File: config.mk
export PLATFORM = sky130hd
export DESIGN_NAME = chaotic_iter_scheduler
export DESIGN_NICKNAME = d
export VERILOG_FILES = /design/src/rtl/chaotic_iter_scheduler.sv
export SDC_FILE = /design/constraint.sdc
export NUM_CORES = 1
export LEC_CHECK = 0
export ABC_AREA = 1
export BUFFER_PORTS_ARGS = -buffer_cell sky130_fd_sc_hd__buf_4
export CAP_MARGIN = 5
export CORE_AREA = 10 10 317 319
export DETAILED_ROUTE_END_ITERATION = 10
export DIE_AREA = 0 0 327 329
export PLACE_DENSITY = 0.44
export SYNTH_ARGS = -nofsm -noshare
export SYNTH_HDL_FRONTEND = slang
export SYNTH_SLANG_ARGS = --single-unit
File: constraint.sdc
create_clock -name clk -period 2.4 [get_ports clk]
set_input_delay 0.48 -clock clk [delete_from_list [all_inputs] [get_ports clk]]
set_output_delay 0.48 -clock clk [all_outputs]
set_load 0.05 [all_outputs]
File: src/rtl/chaotic_iter_scheduler.sv
// Iteration sequencer for the x/y/z forward-Euler chaotic datapath: one iteration in flight,
// results fed back as state and streamed out. Optional burn-in suppression via CHAOS_BURNIN_EN.
module chaotic_iter_scheduler #(
  parameter int DATA_WIDTH = 64,
  parameter int CNT_WIDTH  = 32,
  parameter int TIMEOUT    = 300,
  parameter int BURNIN     = 1000
) (
  input  logic                  clk,
  input  logic                  rst_n,
  input  logic                  i_seed_valid,
  input  logic [DATA_WIDTH-1:0] i_seed_x,
  input  logic [DATA_WIDTH-1:0] i_seed_y,
  input  logic [DATA_WIDTH-1:0] i_seed_z,
  input  logic [CNT_WIDTH-1:0]  i_iter_num,
  input  logic                  i_start,
  input  logic                  i_stop,
  output logic                  o_launch_valid,
  output logic [DATA_WIDTH-1:0] o_xn,
  output logic [DATA_WIDTH-1:0] o_yn,
  output logic [DATA_WIDTH-1:0] o_zn,
  input  logic                  i_xn1_valid,
  input  logic                  i_yn1_valid,
  input  logic                  i_zn1_valid,
  input  logic [DATA_WIDTH-1:0] i_xn1,
  input  logic [DATA_WIDTH-1:0] i_yn1,
  input  logic [DATA_WIDTH-1:0] i_zn1,
  output logic                  o_sample_valid,
  output logic [DATA_WIDTH-1:0] o_sample_x,
  output logic [DATA_WIDTH-1:0] o_sample_y,
  output logic [DATA_WIDTH-1:0] o_sample_z,
  output logic [CNT_WIDTH-1:0]  o_iter_cnt,
  output logic                  o_busy,
  output logic                  o_done,
  output logic                  o_err
);

  typedef enum logic [2:0] {S_IDLE, S_LAUNCH, S_WAIT, S_CAPTURE, S_DONE} state_t;

  localparam int WD_W = $clog2(TIMEOUT + 1);
  // r_wd counts WAIT cycles already elapsed, so this value makes err land TIMEOUT cycles after launch.
  localparam logic [WD_W-1:0] WD_LAST = WD_W'(TIMEOUT - 2);

`ifdef CHAOS_BURNIN_EN
  localparam bit BURNIN_EN = 1'b1;
`else
  localparam bit BURNIN_EN = 1'b0;
`endif

  state_t                  r_state;
  state_t                  w_state_next;
  logic [DATA_WIDTH-1:0]   r_xn;
  logic [DATA_WIDTH-1:0]   r_yn;
  logic [DATA_WIDTH-1:0]   r_zn;
  logic [CNT_WIDTH-1:0]    r_iter_cnt;
  logic [CNT_WIDTH-1:0]    r_iter_num;
  logic [WD_W-1:0]         r_wd;
  logic                    r_stop_pend;
  logic                    r_err;

  logic                    w_all_valid;
  logic                    w_any_valid;
  logic                    w_timeout;
  logic                    w_stop_req;
  logic [CNT_WIDTH-1:0]    w_cnt_inc;
  logic                    w_last_iter;
  logic                    w_burnin_ok;

  assign w_all_valid = i_xn1_valid & i_yn1_valid & i_zn1_valid;
  assign w_any_valid = i_xn1_valid | i_yn1_valid | i_zn1_valid;
  assign w_timeout   = (r_wd == WD_LAST);
  assign w_stop_req  = r_stop_pend | i_stop;
  assign w_cnt_inc   = r_iter_cnt + 1'b1;
  assign w_last_iter = (r_iter_num != '0) && (w_cnt_inc == r_iter_num);
  assign w_burnin_ok = !BURNIN_EN || (r_iter_cnt >= CNT_WIDTH'(BURNIN));

  always_comb begin
    w_state_next = r_state;
    case (r_state)
      S_IDLE:    if (i_start) w_state_next = S_LAUNCH;
      S_LAUNCH:  w_state_next = S_WAIT;
      S_WAIT: begin
        if (w_all_valid)                  w_state_next = S_CAPTURE;
        else if (w_any_valid || w_timeout) w_state_next = S_DONE;
      end
      S_CAPTURE: w_state_next = (w_last_iter || w_stop_req) ? S_DONE : S_LAUNCH;
      S_DONE:    w_state_next = S_IDLE;
      default:   w_state_next = S_IDLE;
    endcase
  end

  always_ff @(posedge clk or negedge rst_n) begin
    if (!rst_n) r_state <= S_IDLE;
    else        r_state <= w_state_next;
  end

  // State regs: seed in IDLE (same-cycle start launches from the new seed), results in WAIT.
  always_ff @(posedge clk or negedge rst_n) begin
    if (!rst_n) begin
      r_xn <= '0;
      r_yn <= '0;
      r_zn <= '0;
    end else if (r_state == S_IDLE && i_seed_valid) begin
      r_xn <= i_seed_x;
      r_yn <= i_seed_y;
      r_zn <= i_seed_z;
    end else if (r_state == S_WAIT && w_all_valid) begin
      r_xn <= i_xn1;
      r_yn <= i_yn1;
      r_zn <= i_zn1;
    end
  end

  always_ff @(posedge clk or negedge rst_n) begin
    if (!rst_n) begin
      r_iter_cnt <= '0;
      r_iter_num <= '0;
      r_err      <= 1'b0;
      r_wd       <= '0;
    end else begin
      if (r_state == S_IDLE && i_start) begin
        r_iter_cnt <= '0;
        r_iter_num <= i_iter_num;
        r_err      <= 1'b0;
      end
      if (r_state == S_LAUNCH) r_wd <= '0;
      if (r_state == S_WAIT) begin
        r_wd <= r_wd + 1'b1;
        if (!w_all_valid && (w_any_valid || w_timeout)) r_err <= 1'b1;
      end
      if (r_state == S_CAPTURE && r_iter_cnt != '1) r_iter_cnt <= w_cnt_inc;
    end
  end

  // A stop is held until the in-flight iteration completes; it is dropped in IDLE and DONE.
  always_ff @(posedge clk or negedge rst_n) begin
    if (!rst_n)                                    r_stop_pend <= 1'b0;
    else if (r_state == S_IDLE || r_state == S_DONE) r_stop_pend <= 1'b0;
    else if (i_stop)                               r_stop_pend <= 1'b1;
  end

  assign o_launch_valid = (r_state == S_LAUNCH);
  assign o_busy         = (r_state == S_LAUNCH) || (r_state == S_WAIT) || (r_state == S_CAPTURE);
  assign o_done         = (r_state == S_DONE);
  assign o_sample_valid = (r_state == S_CAPTURE) && w_burnin_ok;
  assign o_xn           = r_xn;
  assign o_yn           = r_yn;
  assign o_zn           = r_zn;
  assign o_sample_x     = r_xn;
  assign o_sample_y     = r_yn;
  assign o_sample_z     = r_zn;
  assign o_iter_cnt     = r_iter_cnt;
  assign o_err          = r_err;

endmodule
== Word level (Yosys, flattened, before mapping) ==
Cells that the tools add are included.
Word-level totals
  bits in registers: 270
  bits of input ports: 424
  output and inout port bits: 421
  word-level logic and storage cells: 64
Operators by class
  $add $sub $neg: 2
  equal/unequal tests: 9
  mux-type cells: 20
  bitwise operators: 5
  reduce and logical (&&, ||, !) cells: 19
Operators with widths (count)
  two-way mux 64 bit: 6
  two-way mux 32 bit: 2
  adder 32 x 1 -> 32 bit, second input constant: 1
  equality test 32 bit: 1
  != test 32 bit, second input constant: 1
  nonzero test 32 bit: 1
  two-way mux 9 bit: 2
  two-way mux 3 bit: 4
  case mux 3 bit (4 select lines): 1
  adder 9 x 1 -> 9 bit, second input constant: 1
  equality test 9 bit, second input constant: 1
  nonzero test 2 bit: 4
  equality test 3 x 2 -> 1 bit, second input constant: 2
  logical AND 1 bit: 6
  logical OR 1 bit: 5
  two-way mux 1 bit: 5
  equality test 3 x 1 -> 1 bit, second input constant: 1
  equality test 3 bit, second input constant: 1
  zero test 3 bit: 1
  != test 3 bit, second input constant: 1
  bitwise OR 1 bit: 3
  AND 1 bit: 2
  != test 2 bit, second input constant: 1
  AND reduction 2 bit: 1
  zero test 1 bit: 1

== Logic depth before layout (Yosys ltp) ==
  depth in word-level cells: 6
  gate-level depth with buffers: 18
  mapped depth without buffers: 17

== Least setup slack after synthesis ==
No wires, ideal clock.
  path kind: flip-flop to flip-flop
  start point: reg r_state[2]
  end point: reg r_iter_cnt[21], in the netlist o_iter_cnt[21]
  library setup time: 141 ps
  data arrival time: 2585 ps
  required time: 2259 ps
  path slack: -326 ps
  stages on the path, launching flop included: 6
  path buffers: 1
  clock period less this slack: 2726 ps
  cells stage by stage: dfrtp_1 > nor3_1 > nand2_1 > nand2_1 > clkbuf_1 > o22ai_1
Between the ends
  cells in the longest elaborated chain, start to end: 3
  elaborated cells on any way between the ends: 6
  those cells by class: 1 x eq/ne; 1 x mux; 4 x reduce/logical
RTL lines
  from (decl): RTL line 50  | state_t r_state;
  from (signal assigned): RTL line 94  | else r_state <= w_state_next;
  equality test 3 x 2 -> 1 bit *
  named net o_sample_valid: RTL line 28  | output logic o_sample_valid,
  logical AND 1 bit *: RTL line 131  | if (r_state == S_CAPTURE && r_iter_cnt != '1) r_iter_cnt <= w_cnt_inc;
  two-way mux 32 bit or nonzero test 2 bit (tied branches)
  to (signal assigned): RTL line 131
  to (decl): RTL line 55  | logic [CNT_WIDTH-1:0] r_iter_cnt;
Mark *: on every way through the listed nets, which the timed path passes. The rest lies on a longest branch.
A chain may end at the register's enable or synchronous reset.

== Final worst setup path ==
  start point: reg r_state[1]
  end point: reg r_xn[39], in the netlist o_sample_x[39]
Between the ends
  cells in the longest elaborated chain, start to end: 3
  elaborated cells on any way between the ends: 6
  those cells by class: 1 x eq/ne; 1 x mux; 4 x reduce/logical
RTL lines
  equality test 3 x 2 -> 1 bit or zero test 3 bit (tied branches): RTL line 107, 103
  logical AND 1 bit (on tied branches): RTL line 107, 103
  nonzero test 2 bit (no line) or two-way mux 64 bit (tied branches)
  to (signal assigned): RTL line 104  | r_xn <= i_seed_x;
  to (signal assigned): RTL line 108  | r_xn <= i_xn1;
  to (decl): RTL line 52  | logic [DATA_WIDTH-1:0] r_xn;
Several ways; a longest one is shown, not always the timed one.

==> flow_metrics.env <==
export IMPL_status="completed"
export IMPL_p_per_area_mw_per_mm2=1780
export IMPL_drive_gt1_share_pct=40.2
export IMPL_path_cells="nor2_1 -> inv_1 -> nor2_1 -> nand2_4 -> buf_4 -> buf_12 -> nor2_1 -> o21ai_0"
export IMPL_clock_latency_ps=570
export IMPL_startpoint_type="register"
export IMPL_syn2layout_area_growth_pct=55.1
export IMPL_p_seq_share_pct=22.8
export IMPL_fp_coreArea_mm2=0.0943
export IMPL_fin_skew_ps=31.6
export IMPL_max_slew_margin_pct=38.0
export IMPL_p_int_w=0.0167
export IMPL_worst_pin_slew_ps=931
export IMPL_p_sw_w=0.0247
export IMPL_cts_sinks=270
export IMPL_cts_root_buf="clkbuf_16"
export IMPL_yosys_warnings=0
export IMPL_crit_family="simple AND/OR/NAND/NOR gates"
export IMPL_peakVddDrop_v=0.00132
export IMPL_die_area_mm2=0.108
export IMPL_netSwitchingFraction_pct=59.7
export IMPL_postRouteAntennaNets=0
export IMPL_num_rows=113
export IMPL_critPathCaptureType="register"
export IMPL_layout_common_cells="buf_4 (906), nand2_1 (377), nor2_1 (290)"
export IMPL_wl_per_cell_um=24.3
export IMPL_drtIter0Drc=1131
export IMPL_grt_max_degree=118
export IMPL_path_class="reg2reg"
export IMPL_vias=15904
export IMPL_drtPass1Iterations=5
export IMPL_period_minus_slack_ps=2270
export IMPL_critPathArrivalTime_ps=2680
export IMPL_io_pins=845
export IMPL_syn_area_mm2=0.0150
export IMPL_wl_um=95100
export IMPL_h_tree_depth=2
export IMPL_yosysTopAreaCell="dfrtp_1"
export IMPL_clk_pin_slew_ps=60
export IMPL_crit_required_ps=2810
export IMPL_cp_max_fo=96
export IMPL_p_total_w=0.0415
export IMPL_place_congestion=0.877
export IMPL_antenna_found_initial=5
export IMPL_cts_max_path_buffers=3
export IMPL_drc=0
export IMPL_dp_hpwl_um=78500
export IMPL_setup_tns_final_ps=0
export IMPL_dieWidth_um=327
export IMPL_async_reset_ff_share_pct=100
export IMPL_syn_avg_cell_area_um2=7.70
export IMPL_clkPwrFrac_pct=12.9
export IMPL_hold_viol_final=0
export IMPL_io_buffers=844
export IMPL_slowest_delay_ps=440
export IMPL_ys_types=39
export IMPL_synth_seq_cells=270
export IMPL_cts_tree="built"
export IMPL_synth_seq_area_share_pct=45.0
export IMPL_synth_top_area_share_pct=45.0
export IMPL_cts_buffers=38
export IMPL_power_frac_comb_pct=64.3
export IMPL_final_nets=3054
export IMPL_fill_cells=10545
export IMPL_yosys_top_cells_area="dfrtp_1 (45%), nand2_1 (9.7%), buf_4 (9.6%), nor2_1 (7.6%), a21oi_1 (7.2%)"
export IMPL_post_route_period_util_pct=94.7
export IMPL_die_y_um=329
export IMPL_grt_overflow=0
export IMPL_setup_viol=0
export IMPL_vias_per_cell=4.06
export IMPL_worst_hold_path_type="in2reg"
export IMPL_track_usage_pct=16.5
export IMPL_syn_inst=1947
export IMPL_cp_num_buf_inv=3
export IMPL_synth_edf_count=0
export IMPL_mostFrequentLayoutCell="buf_4"
export IMPL_start_util_pct=15.9
export IMPL_critPathSlowestCell="nor2_1"
export IMPL_crit_top_cell="nor2_1"
export IMPL_grt_pass1_wl_um=128000
export IMPL_timing_fmax_ghz=0.440
export IMPL_slew_viol_final=0
export IMPL_synthFlopType="dfrtp_1"
export IMPL_syn_nets=2374
export IMPL_grt_pass1_vias=16198
export IMPL_cap_violations=0
export IMPL_p_leak_nw=11.3
-- worst register-to-register path, cell delays in order, from the launching register on --
cell	delay [ps]
dfrtp_1	410
nor2_1	220
inv_1	110
nor2_1	200
nand2_4	100
buf_4	180
buf_12	180
nor2_1	570
o21ai_0	160
-- registers in the layout, indices dropped and copies added, names as in the netlist --
signal       cells
r_stop_pend      1
o_sample_z      64
r_wd             9
r_state          3
o_sample_y      64
o_err            1
o_iter_cnt      32
o_sample_x      64
r_iter_num      32
-- Yosys cell counts (3+ instances only) --
master      n
nand2_1   388
nor2_1    303
dfrtp_1   270
a21oi_1   217
buf_4     192
o21ai_0   189
inv_1      91
clkbuf_1   73
nand3_1    68
o22ai_1    33
buf_2      19
o21ai_1    16
mux2_2     10
nor2_2      8
nand2_2     7
nand4_1     7
nor3_1      6
xor2_1      6
nor2_8      5
buf_1       4
inv_2       4
xnor3_1     4
ha_1        3
nand2_4     3
nand3_2     3
nor2_4      3
o31ai_1     3
-- per-stage QoR --
stage | instances | worst slack [ps] | hold WS (ps) | cell area, µm² | util (%)
after global routing | 3912 | -16.9 | 111 | 23200 | 24.7
after floorplan | 1947 | 27.6 | 184 | 15000 | -
after global placement | 3841 | 71.2 | 417 | 21900 | 23.2
final | 3915 | 127 | 147 | 23300 | 24.7
after CTS | 3902 | 44.3 | 82.7 | 23100 | 24.4
after detailed placement | 3841 | 22.6 | 419 | 21900 | 23.2
-- metal layers --
metal / global-route usage [%] / routed length (µm) / vias up
met4: 4.82 / 2590 / 6
met2: 26.7 / 44900 / 681
met5: 0 / 54 / -
li1: - / - / 7535
met3: 6.30 / 9370 / 96
met1: 20.2 / 38200 / 7586
-- path summary, 6_finish.rpt --
kind                                         from                         end  slack [ps]  cells after the start
max in group asynchronous                   rst_n  o_sample_x[26]$_DFFE_PN0P_        1170                      4
min                                i_iter_num[13]  r_iter_num[13]$_DFFE_PN0P_         150                      2
max reg2reg                r_state[1]$_DFFE_PN0P_  o_sample_x[39]$_DFFE_PN0P_         130                      8
min reg2reg                       o_err$_DFF_PN0_             o_err$_DFF_PN0_         490                      2
max                        r_state[1]$_DFFE_PN0P_  o_sample_x[39]$_DFFE_PN0P_         130                      8
min in group asynchronous                   rst_n  o_sample_y[35]$_DFFE_PN0P_         410                      2
-- what timing repair did --
item / 4_1_cts / 5_1_grt
hold buffers: 1 / 0
setup endpoints to repair: 1 / 2
gates cloned: 0 / 0
buffers inserted: 0 / 10
pin swaps: 0 / 13
gates resized for setup: 1 / 40
endpoints found under the hold margin: 23 / 0
-- final cells by class --
cell class,instances,area (µm²),area share (%)
multi-input cells,1293,6180,26.6
well taps,1265,1580,6.81
diodes,3,7.51,0.0323
flip-flops and latches,270,6770,29.1
inverters,95,362,1.55
clock inverters,4,42.5,0.183
clock buffers,56,1080,4.64
repair buffers,929,7240,31.1
-- logic make-up (layout without fill, tap and decap cells) --
| logic type | Yosys count | count (layout) | synth area share (%) |
|---|---|---|---|
| compound gates | 462 | 462 | 15.8 |
| other cells | 0 | 3 | 0 |
| buf+inv | 384 | 1084 | 14.7 |
| mux | 10 | 10 | 0.751 |
| xor+xnor | 11 | 11 | 1.01 |
| fa+ha+maj | 3 | 3 | 0.250 |
| simple gates | 807 | 807 | 22.4 |
| flops | 270 | 270 | 45.0 |
-- power by group through the flow --
stage	clock, W	combinational [W]	sequential, W
3_5_place_dp	0	0.0269	0.00952
6_report	0.00535	0.0267	0.00947
5_1_grt	0.00572	0.0281	0.00970
4_1_cts	0.00558	0.0270	0.00948
3_3_place_gp	0	0.0269	0.00952
2_1_floorplan	0	0.0131	0.0141
No activity file was read; power rests on OpenSTA's default activity.
